**src/rtl/seq1011_stream_ctrl_if.sv**
```systemverilog
// Word handshake and detector status bundle for seq1011_stream_ctrl.
// master: word producer / monitor side; slave: the controller.
interface seq1011_stream_ctrl_if #(
  parameter int unsigned WIDTH = 8,
  parameter int unsigned CNT_W = 4
);
  logic             in_valid;
  logic [WIDTH-1:0] in_data;
  logic             in_ready;
  logic             x;
  logic             detect;
  logic             busy;
  logic             done;
  logic [CNT_W-1:0] match_count;

  modport master (
    output in_valid, in_data,
    input  in_ready, x, detect, busy, done, match_count
  );

  modport slave (
    input  in_valid, in_data,
    output in_ready, x, detect, busy, done, match_count
  );
endinterface

```
**src/rtl/seq1011_stream_ctrl.sv**
```systemverilog
// Word-level front end for a Mealy "1011" detector: accepts a word on a
// valid/ready handshake, shifts it MSB-first through the detector one bit per
// clock, counts matches per word and pulses done when the count is final.
// Optional feature macro: SEQ1011_OVERLAP_EN (overlapping detection).
module seq1011_stream_ctrl #(
  parameter int unsigned WIDTH = 8,
  parameter int unsigned CNT_W = 4
) (
  input logic                 clk,
  input logic                 rst,
  seq1011_stream_ctrl_if.slave bus
);

  localparam int unsigned BitCntW = $clog2(WIDTH);
  localparam logic [BitCntW-1:0] BitCntLoad = BitCntW'(WIDTH - 1);
  localparam logic [CNT_W-1:0] CntMax = '1;

  typedef enum logic [1:0] {StIdle, StShift, StDone} state_e;
  typedef enum logic [1:0] {DetS0, DetS1, DetS2, DetS3} det_e;

  state_e             state_q, state_d;
  det_e               det_q, det_d;
  logic [WIDTH-1:0]   shreg_q, shreg_d;
  logic [BitCntW-1:0] bit_cnt_q, bit_cnt_d;
  logic [CNT_W-1:0]   cnt_q, cnt_d;
  logic               detect_q, detect_d;
  logic               shift_en;
  logic               x_bit;
  logic               match;

  assign shift_en = (state_q == StShift);
  assign x_bit    = shift_en & shreg_q[WIDTH-1];

  // State register: FSM, detector and datapath flops.
  always_ff @(posedge clk or posedge rst) begin
    if (rst) begin
      state_q   <= StIdle;
      det_q     <= DetS0;
      shreg_q   <= '0;
      bit_cnt_q <= '0;
      cnt_q     <= '0;
      detect_q  <= 1'b0;
    end else begin
      state_q   <= state_d;
      det_q     <= det_d;
      shreg_q   <= shreg_d;
      bit_cnt_q <= bit_cnt_d;
      cnt_q     <= cnt_d;
      detect_q  <= detect_d;
    end
  end

  // Controller next state: accept in IDLE, leave SHIFT after bit 0 is consumed.
  always_comb begin
    state_d = state_q;
    unique case (state_q)
      StIdle:  if (bus.in_valid) state_d = StShift;
      StShift: if (bit_cnt_q == '0) state_d = StDone;
      StDone:  state_d = StIdle;
      default: state_d = StIdle;
    endcase
  end

  // Detector next state; it only advances while a bit is being shifted out.
  always_comb begin
    det_d = det_q;
    match = 1'b0;
    if (shift_en) begin
      unique case (det_q)
        DetS0: det_d = x_bit ? DetS1 : DetS0;
        DetS1: det_d = x_bit ? DetS1 : DetS2;
        DetS2: det_d = x_bit ? DetS3 : DetS0;
        DetS3: begin
          if (x_bit) begin
            match = 1'b1;
`ifdef SEQ1011_OVERLAP_EN
            det_d = DetS1;
`else
            det_d = DetS0;
`endif
          end else begin
            det_d = DetS2;
          end
        end
        default: det_d = DetS0;
      endcase
    end
  end

  // Datapath next state: load on accept, shift/decrement/count during SHIFT.
  always_comb begin
    shreg_d   = shreg_q;
    bit_cnt_d = bit_cnt_q;
    cnt_d     = cnt_q;
    detect_d  = match;
    if (state_q == StIdle && bus.in_valid) begin
      shreg_d   = bus.in_data;
      bit_cnt_d = BitCntLoad;
      cnt_d     = '0;
    end else if (shift_en) begin
      shreg_d   = {shreg_q[WIDTH-2:0], 1'b0};
      bit_cnt_d = bit_cnt_q - 1'b1;
      // Saturate rather than wrap so an overflowing word still reads as "many".
      if (match && cnt_q != CntMax) cnt_d = cnt_q + 1'b1;
    end
  end

  // Outputs decoded from the current state.
  always_comb begin
    bus.in_ready    = (state_q == StIdle);
    bus.busy        = (state_q != StIdle);
    bus.done        = (state_q == StDone);
    bus.x           = x_bit;
    bus.detect      = detect_q;
    bus.match_count = cnt_q;
  end

endmodule

```
**src/flat_wrapper.sv**
```systemverilog
// flat-port wrapper written by rule: the top's interface ports become plain ports
module seq1011_stream_ctrl_flat 
#(
  parameter int unsigned WIDTH = 8,
  parameter int unsigned CNT_W = 4
)
  (clk, rst, bus_in_valid, bus_in_data, bus_in_ready, bus_x, bus_detect, bus_busy, bus_done, bus_match_count);
  seq1011_stream_ctrl_if #(.WIDTH(WIDTH), .CNT_W(CNT_W)) bus_i ();
  input logic clk;
  input logic rst;
  input wire logic [$bits(bus_i.in_valid)-1:0] bus_in_valid;
  input wire logic [$bits(bus_i.in_data)-1:0] bus_in_data;
  output wire logic [$bits(bus_i.in_ready)-1:0] bus_in_ready;
  output wire logic [$bits(bus_i.x)-1:0] bus_x;
  output wire logic [$bits(bus_i.detect)-1:0] bus_detect;
  output wire logic [$bits(bus_i.busy)-1:0] bus_busy;
  output wire logic [$bits(bus_i.done)-1:0] bus_done;
  output wire logic [$bits(bus_i.match_count)-1:0] bus_match_count;
  assign bus_i.in_valid = bus_in_valid;
  assign bus_i.in_data = bus_in_data;
  assign bus_in_ready = bus_i.in_ready;
  assign bus_x = bus_i.x;
  assign bus_detect = bus_i.detect;
  assign bus_busy = bus_i.busy;
  assign bus_done = bus_i.done;
  assign bus_match_count = bus_i.match_count;
  seq1011_stream_ctrl #(.WIDTH(WIDTH), .CNT_W(CNT_W)) u_core (.clk(clk), .rst(rst), .bus(bus_i));
endmodule
```
**config.mk**
```make
export PLATFORM = sky130hd
export DESIGN_NAME = seq1011_stream_ctrl_flat
export DESIGN_NICKNAME = d
export VERILOG_FILES = /design/src/rtl/seq1011_stream_ctrl_if.sv /design/src/rtl/seq1011_stream_ctrl.sv /design/src/flat_wrapper.sv
export SDC_FILE = /design/constraint.sdc
export NUM_CORES = 1
export LEC_CHECK = 0
export ABC_CLOCK_PERIOD_IN_PS = 1600
export CAP_MARGIN = 30
export CORE_MARGIN = 1
export CORE_UTILIZATION = 25
export DETAILED_ROUTE_END_ITERATION = 16
export PLACE_DENSITY = 0.52
export SLEW_MARGIN = 30
export SYNTH_ARGS = -nofsm -noshare
export SYNTH_HDL_FRONTEND = slang
export SYNTH_SLANG_ARGS = --single-unit
```
**constraint.sdc**
```tcl
create_clock -name clk -period 1.6 [get_ports clk]
set_input_delay 0.4 -clock clk [delete_from_list [all_inputs] [get_ports clk]]
set_output_delay 0.4 -clock clk [all_outputs]
set_load 0.02 [all_outputs]
```
==> results.cfg, run 1 <==
[timing]
layout_setup_ws_ns = 0.0799
setup_viol = 0
fin_crit_ns = 1.52
setup_tns_ns = 0
worst_slew_pin_slew_ns = 0.561
hold_viol = 0
rsz0062_at_grt = no
clock_skew_ns = 0.00506
max_freq_ghz = 0.658
period_share_pct = 95.0
slew_headroom_pct = 62.5
drv_slew = 0

[floorplan]
initial_utilization_pct = 26.2
die_w_um = 63.9
core_um2 = 3660
dieHeight_um = 63.9
dieArea_um2 = 4090
placementRows = 22
io_pins = 20

[global_routing]
gr-total-overflow = 0
grt_antenna_before_repair = 0
grt_max_degree = 21
grt_pass1_wl_mm = 3.46
gr-usage-met2_pct = 17.8
grt_util_met1_pct = 13.9
grtUsageTotal_pct = 10.9
top_usage_layer = met2
grt.met3_usage_pct = 1.25
grt_pass1_vias = 759

[clock_tree]
h-tree-depth = 1
cts_hold_buffers = 0
cts.sink_count = 20
clock_latency_ns = 0.26
clkTransAtPathRegs_ns = 0.08
cts_buffers = 3
clockRootBuffer = clkbuf_8
cts.path.max_buffers = 2
cts_tree = done

[synthesis]
ys_ff_latch = 20
synth_top_cell_area_share_pct = 52.2
synth_cell_types = 28
ys_async_sr_fraction_pct = 100
seq_area_frac_synth_pct = 52.2
yosysTopAreaCell = dfrtp_1
ys.flop_type = dfrtp_1
synthCells = 95
avgSynthCellArea_um2 = 10.1
synth_area_leaders = dfrtp_1 52%, nand2_1 8.2%, a22oi_1 5.5%
synth.cell_area_um2 = 958
syn_nets = 109
ys_warn_count = 0
synth-edff-count = 0

[critical_path]
critPathArrivalTime_ns = 1.12
critPathLaunchType = flip-flop
endpoint_kind = primary output
crit_fanout = 3
critical_path.cell_chain = buf_4 -> nor2_1 -> inv_1 -> buf_2
worstRegToRegCells = 5
crit_path_max_incr_delay_ns = 0.39
crit_slowest_cell = dfrtp_1
path_class = flip-flop to primary output
crit_required_ns = 1.20

[routing]
drtIter0Drc = 13
routed_wl_mm = 2.05
wl_per_cell_um = 12.0
drtPass1Iterations = 4
ant_nets = 0
via_count = 783
viasPerCell = 4.61
remaining_drc_errors = 0

[power_and_ir_drop]
ir_worst_vdd_v = 0.000382
p_per_area_nw_per_um2 = 1670
power_mw = 2.17
leakagePower_nw = 0.682

[placed_design]
gp_congestion = 0.845
placed_cells = 165
postPlaceCellArea_um2 = 1240
pre_cts_ws_ns = -0.0767
dp_hpwl_mm = 1.45
place.port_buffers = 19

[cells_and_area]
layout.cells.non_filler = 170
final_area_um2 = 1300
area_delta_synth_final_pct = 35.8
drive_above_1_share_pct = 17.2
fin_nets = 137
diodes = 0

[worst_hold_path]
hold_path.class = input port to asynchronous set/reset pin

[run]
drv_cap = 0

[outcome]
outcome = finished clean
[placed cells by master (no fill, tap or decap), types with 2 or more instances in the layout]
cell and instances:
nand2b_1 2, ha_1 3, mux2i_1 2, clkbuf_8 3
and2_1 2, nand2_1 21, dfrtp_1 20, nor2_1 2
o211ai_1 2, buf_4 8, inv_1 6, dlygate4sd2_1 4
clkdlybuf4s50_1 10, nor2b_1 3, o21ai_0 3, buf_2 4
a31oi_1 2, nand3_1 3, a22oi_1 7
[Yosys cell counts (2+ instances only)]
master	count
nand3_1	3
nand2b_1	2
nor2b_1	4
o211ai_1	2
buf_2	3
and2_1	2
a22oi_1	7
nor2_1	2
ha_1	3
o21ai_0	3
nand2_1	21
a31oi_1	2
inv_1	6
dfrtp_1	20
mux2i_1	2
[stage by stage]
step / utilization [%] / hold slack (ns)
6_report: 35.5 / 0.474
3_3_place_gp: 33.9 / 0.462
5_1_grt: 35.5 / 0.506
3_5_place_dp: 33.9 / 0.467
4_1_cts: 35.5 / 0.483
2_1_floorplan: - / 0.364
[final timing paths]
kind | from | slack [ns] | endpoint
setup / recovery | u_core.state_q[1] | 0.08 | bus_busy
hold / removal | rst | 0.47 | u_core.shreg_q[7]
setup reg to reg | u_core.state_q[1] | 0.15 | u_core.shreg_q[0]
hold reg to reg | u_core.shreg_q[6] | 0.48 | u_core.shreg_q[6]
max in group asynchronous | rst | 0.91 | u_core.shreg_q[1]
min in group clk | u_core.shreg_q[6] | 0.48 | u_core.shreg_q[6]
[worst max-delay path, delay by kind of cell, from the launching register on]
kind | cells | cell delay, ns
buffers and inverters | 3 | 0.35
flip-flops | 1 | 0.39
AND/OR/NAND/NOR | 1 | 0.13
[timing repair]
action,in CTS,in global routing
endpoints found under the setup margin,8,3
resized for setup,18,4
setup buffers,0,1
[power breakdown]
group / leakage (nW) / internal, mW / total [mW] / switching, mW
clock network: 0.0357 / 0.334 / 0.505 / 0.171
logic: 0.389 / 0.395 / 0.880 / 0.484
registers: 0.257 / 0.680 / 0.789 / 0.108
total: 0.682 / 1.41 / 2.17 / 0.764
[state kept, by name, summed over array words and instances, names as in the netlist]
| register | cells |
|---|---|
| u_core.bit_cnt_q | 3 |
| u_core.bus.detect | 1 |
| u_core.bus.match_count | 4 |
| u_core.det_q | 2 |
| u_core.shreg_q | 8 |
| u_core.state_q | 2 |
[area by class of cell]
class                   instances  area, um2
clock buffers                   3       41.3
well taps                      48       60.1
clock inverters                 1       30.0
fillers                       379       2360
repair buffers                 27        228
flip-flops and latches         20        500
inverters                       6       22.5
multi-input cells              65        419
[kinds of logic after synthesis]
group                    after synthesis  share of synthesized area [%]
multiplexers                           2                           2.09
buffers and inverters                 10                           4.31
adder cells (fa/ha/maj)                3                           3.92
flip-flops                            20                           52.2
XOR/XNOR                               1                          0.914
AO/OA/AOI/OAI                         19                           14.8
AND/OR/NAND/NOR                       40                           21.8
[routing by layer]
layer / part of all wire [%] / vias up
li1: - / 379
met1: 46 / 376
met2: 47 / 26
met3: 6.2 / 2
met4: 1.6 / 0
met5: 0 / -
No activity file was read; power rests on OpenSTA's default activity.
==> inputs of run 2 (changes only) <==
--- a/config.mk
+++ b/config.mk
@@ -10,6 +10,7 @@
 export CORE_MARGIN = 1
 export CORE_UTILIZATION = 25
 export DETAILED_ROUTE_END_ITERATION = 16
+export HOLD_SLACK_MARGIN = 0.02
 export PLACE_DENSITY = 0.52
 export SLEW_MARGIN = 30
 export SYNTH_ARGS = -nofsm -noshare
==> results of run 2 <==
Same layout as run 1: the final DEF is identical, and so are final timing and power.
==> inputs of run 3 (changes only) <==
--- a/config.mk
+++ b/config.mk
@@ -8,10 +8,10 @@
 export ABC_CLOCK_PERIOD_IN_PS = 1600
 export CAP_MARGIN = 30
 export CORE_MARGIN = 1
-export CORE_UTILIZATION = 25
+export CORE_UTILIZATION = 46
 export DETAILED_ROUTE_END_ITERATION = 16
 export HOLD_SLACK_MARGIN = 0.02
-export PLACE_DENSITY = 0.52
+export PLACE_DENSITY = 0.8
 export SLEW_MARGIN = 30
 export SYNTH_ARGS = -nofsm -noshare
 export SYNTH_HDL_FRONTEND = slang
==> constraint.sdc (replaced) <==
create_clock -name clk -period 1.6 [get_ports clk]
set_input_delay 0.4 -clock clk [delete_from_list [all_inputs] [get_ports clk]]
set_output_delay 0.4 -clock clk [all_outputs]
set_load 0.05 [all_outputs]
==> results.cfg, run 3 (same netlist as run 1, synthesis figures left out) <==
[timing]
whs_ns = 0.435
hold_viol = 0
max_freq_ghz = 0.628
fin_crit_ns = 1.59
period_share_pct = 99.6
drv_slew = 0
slew_headroom_pct = 79.6
setup_viol = 0
clock_skew_ns = 0.00377
worst_slew_pin_slew_ns = 0.307
rsz0062_at_grt = yes

[cells_and_area]
top_register = u_core.shreg_q
final_common_cell = nand2_1
fillers = 152
final-seq-area_um2 = 504
largest_reg_flops = 8
final_area_um2 = 1380
mostFrequentLayoutCells = 21 x nand2_1, 17 x dfrtp_1, 10 x clkdlybuf4s50_1, 9 x buf_12, 9 x buf_4
drive_above_1_share_pct = 26.8
fin_nets = 138
diodes = 0
multiInputGateArea_um2 = 434
area_delta_synth_final_pct = 43.9

[floorplan]
die_w_um = 47.6
dieArea_um2 = 2270
core_um2 = 1960
dieHeight_um = 47.6
initial_utilization_pct = 48.9
io_pins = 20
placementRows = 16

[critical_path]
crit_required_ns = 1.20
path_class = flip-flop to primary output
crit_slowest_cell = dfrtp_2
crit_path_max_incr_delay_ns = 0.46
crit_fanout = 5
crit_family = flip-flops
cp_num_buf_inv = 1
critPathArrivalTime_ns = 1.19
endpoint_kind = primary output
critical_path.cell_chain = nor2b_4 -> and2_4 -> buf_12
critPathLaunchType = flip-flop

[power_and_ir_drop]
ir_worst_vdd_v = 0.00101
leakagePower_nw = 0.680
p_per_area_nw_per_um2 = 1700

[global_routing]
grt_max_degree = 21
grt_pass1_wl_mm = 3.12
grt_pass1_vias = 707
gr-total-overflow = 0
grt_antenna_before_repair = 0
grtUsageTotal_pct = 19.9

[routing]
via_count = 778
viasPerCell = 5.19
drtPass1Iterations = 4
ant_nets = 0
remaining_drc_errors = 0
drtIter0Drc = 15
routed_wl_mm = 1.95
wl_per_cell_um = 13.0

[placed_design]
place.port_buffers = 19
gp_congestion = 0.719
postPlaceCellArea_um2 = 1300
dp_hpwl_mm = 1.49

[clock_tree]
h-tree-depth = 1
clockRootBuffer = clkbuf_4
cts_hold_buffers = 0
cts.path.max_buffers = 2
clock_latency_ns = 0.30
cts_buffers = 3
clkTransAtPathRegs_ns = 0.11
cts_tree = done
cts.sink_count = 20

[worst_hold_path]
hold_path.class = input port to asynchronous set/reset pin

[run]
drv_cap = 0

[outcome]
outcome = finished clean
==> run 3: cell types whose count changed in the layout (fill, tap and decap cells not counted), moves of 2 or more <==
cell / before / now
buf_12: 0 / 9
buf_2: 4 / 0
clkbuf_4: 0 / 3
clkbuf_8: 3 / 1
dfrtp_1: 20 / 17
dfrtp_2: 0 / 3
dlygate4sd2_1: 4 / 0
==> run 3: cell type report <==
cell class,count,share of cell area (%)
flip-flops and latches,20,36.6
multi-input cells,65,31.5
repair buffers,28,25.2
clock buffers,4,2.63
well taps,27,2.45
inverters,6,1.63
==> run 3: routing by layer <==
layer,wire length [um],vias to the layer above,GRT usage (%)
li1,-,384,-
met1,881,376,26.7
met2,980,16,32.1
met3,76,2,4.53
met4,12,0,6.67
met5,0,-,0
==> run 3: power breakdown <==
group	internal, mW	total (mW)	leakage [nW]	switching (mW)
Clock	0.139	0.290	0.0210	0.151
Combinational	0.591	1.21	0.405	0.617
Sequential	0.685	0.852	0.254	0.167
Total	1.42	2.35	0.680	0.935
==> run 3: metrics by stage <==
step                utilization [%]  setup slack [ns]  setup TNS [ns]  std cells  power (mW)
global route                   70.3           -0.0350         -0.0350        150        2.52
CTS                            70.2           0.00357               0        150        2.36
floorplan                         -           -0.0251         -0.0251         95        1.52
global placement               66.2           -0.0422          -0.120        142        1.92
detailed placement             66.2           -0.0872          -0.216        142        1.98
finish                         70.3           0.00694               0        150        2.35
==> run 3: repair_timing <==
action / CTS / global route
endpoints found under the setup margin: 3 / 2
hold endpoints to repair: 0 / 0
setup buffers: 4 / 0
resized for setup: 5 / 2
==> run 3: tightest hold or removal path, stage by stage <==
cell and delay, ns:
clkdlybuf4s50_1 0.40, inv_1 0.06, buf_4 0.26
==> run 3: path summary, 6_finish.rpt <==
kind | from | to | slack (ns) | depth (start not counted)
worst max register to register | u_core.state_q[1] | u_core.bus.match_count[0] | 0.17 | 4
worst max-delay path | u_core.state_q[0] | bus_x | 0.007 | 3
min in group clk | u_core.shreg_q[1] | u_core.shreg_q[1] | 0.49 | 2
worst min register to register | u_core.shreg_q[1] | u_core.shreg_q[1] | 0.49 | 2
worst min-delay path | rst | u_core.shreg_q[2] | 0.43 | 3
max in group asynchronous | rst | u_core.shreg_q[7] | 0.94 | 3
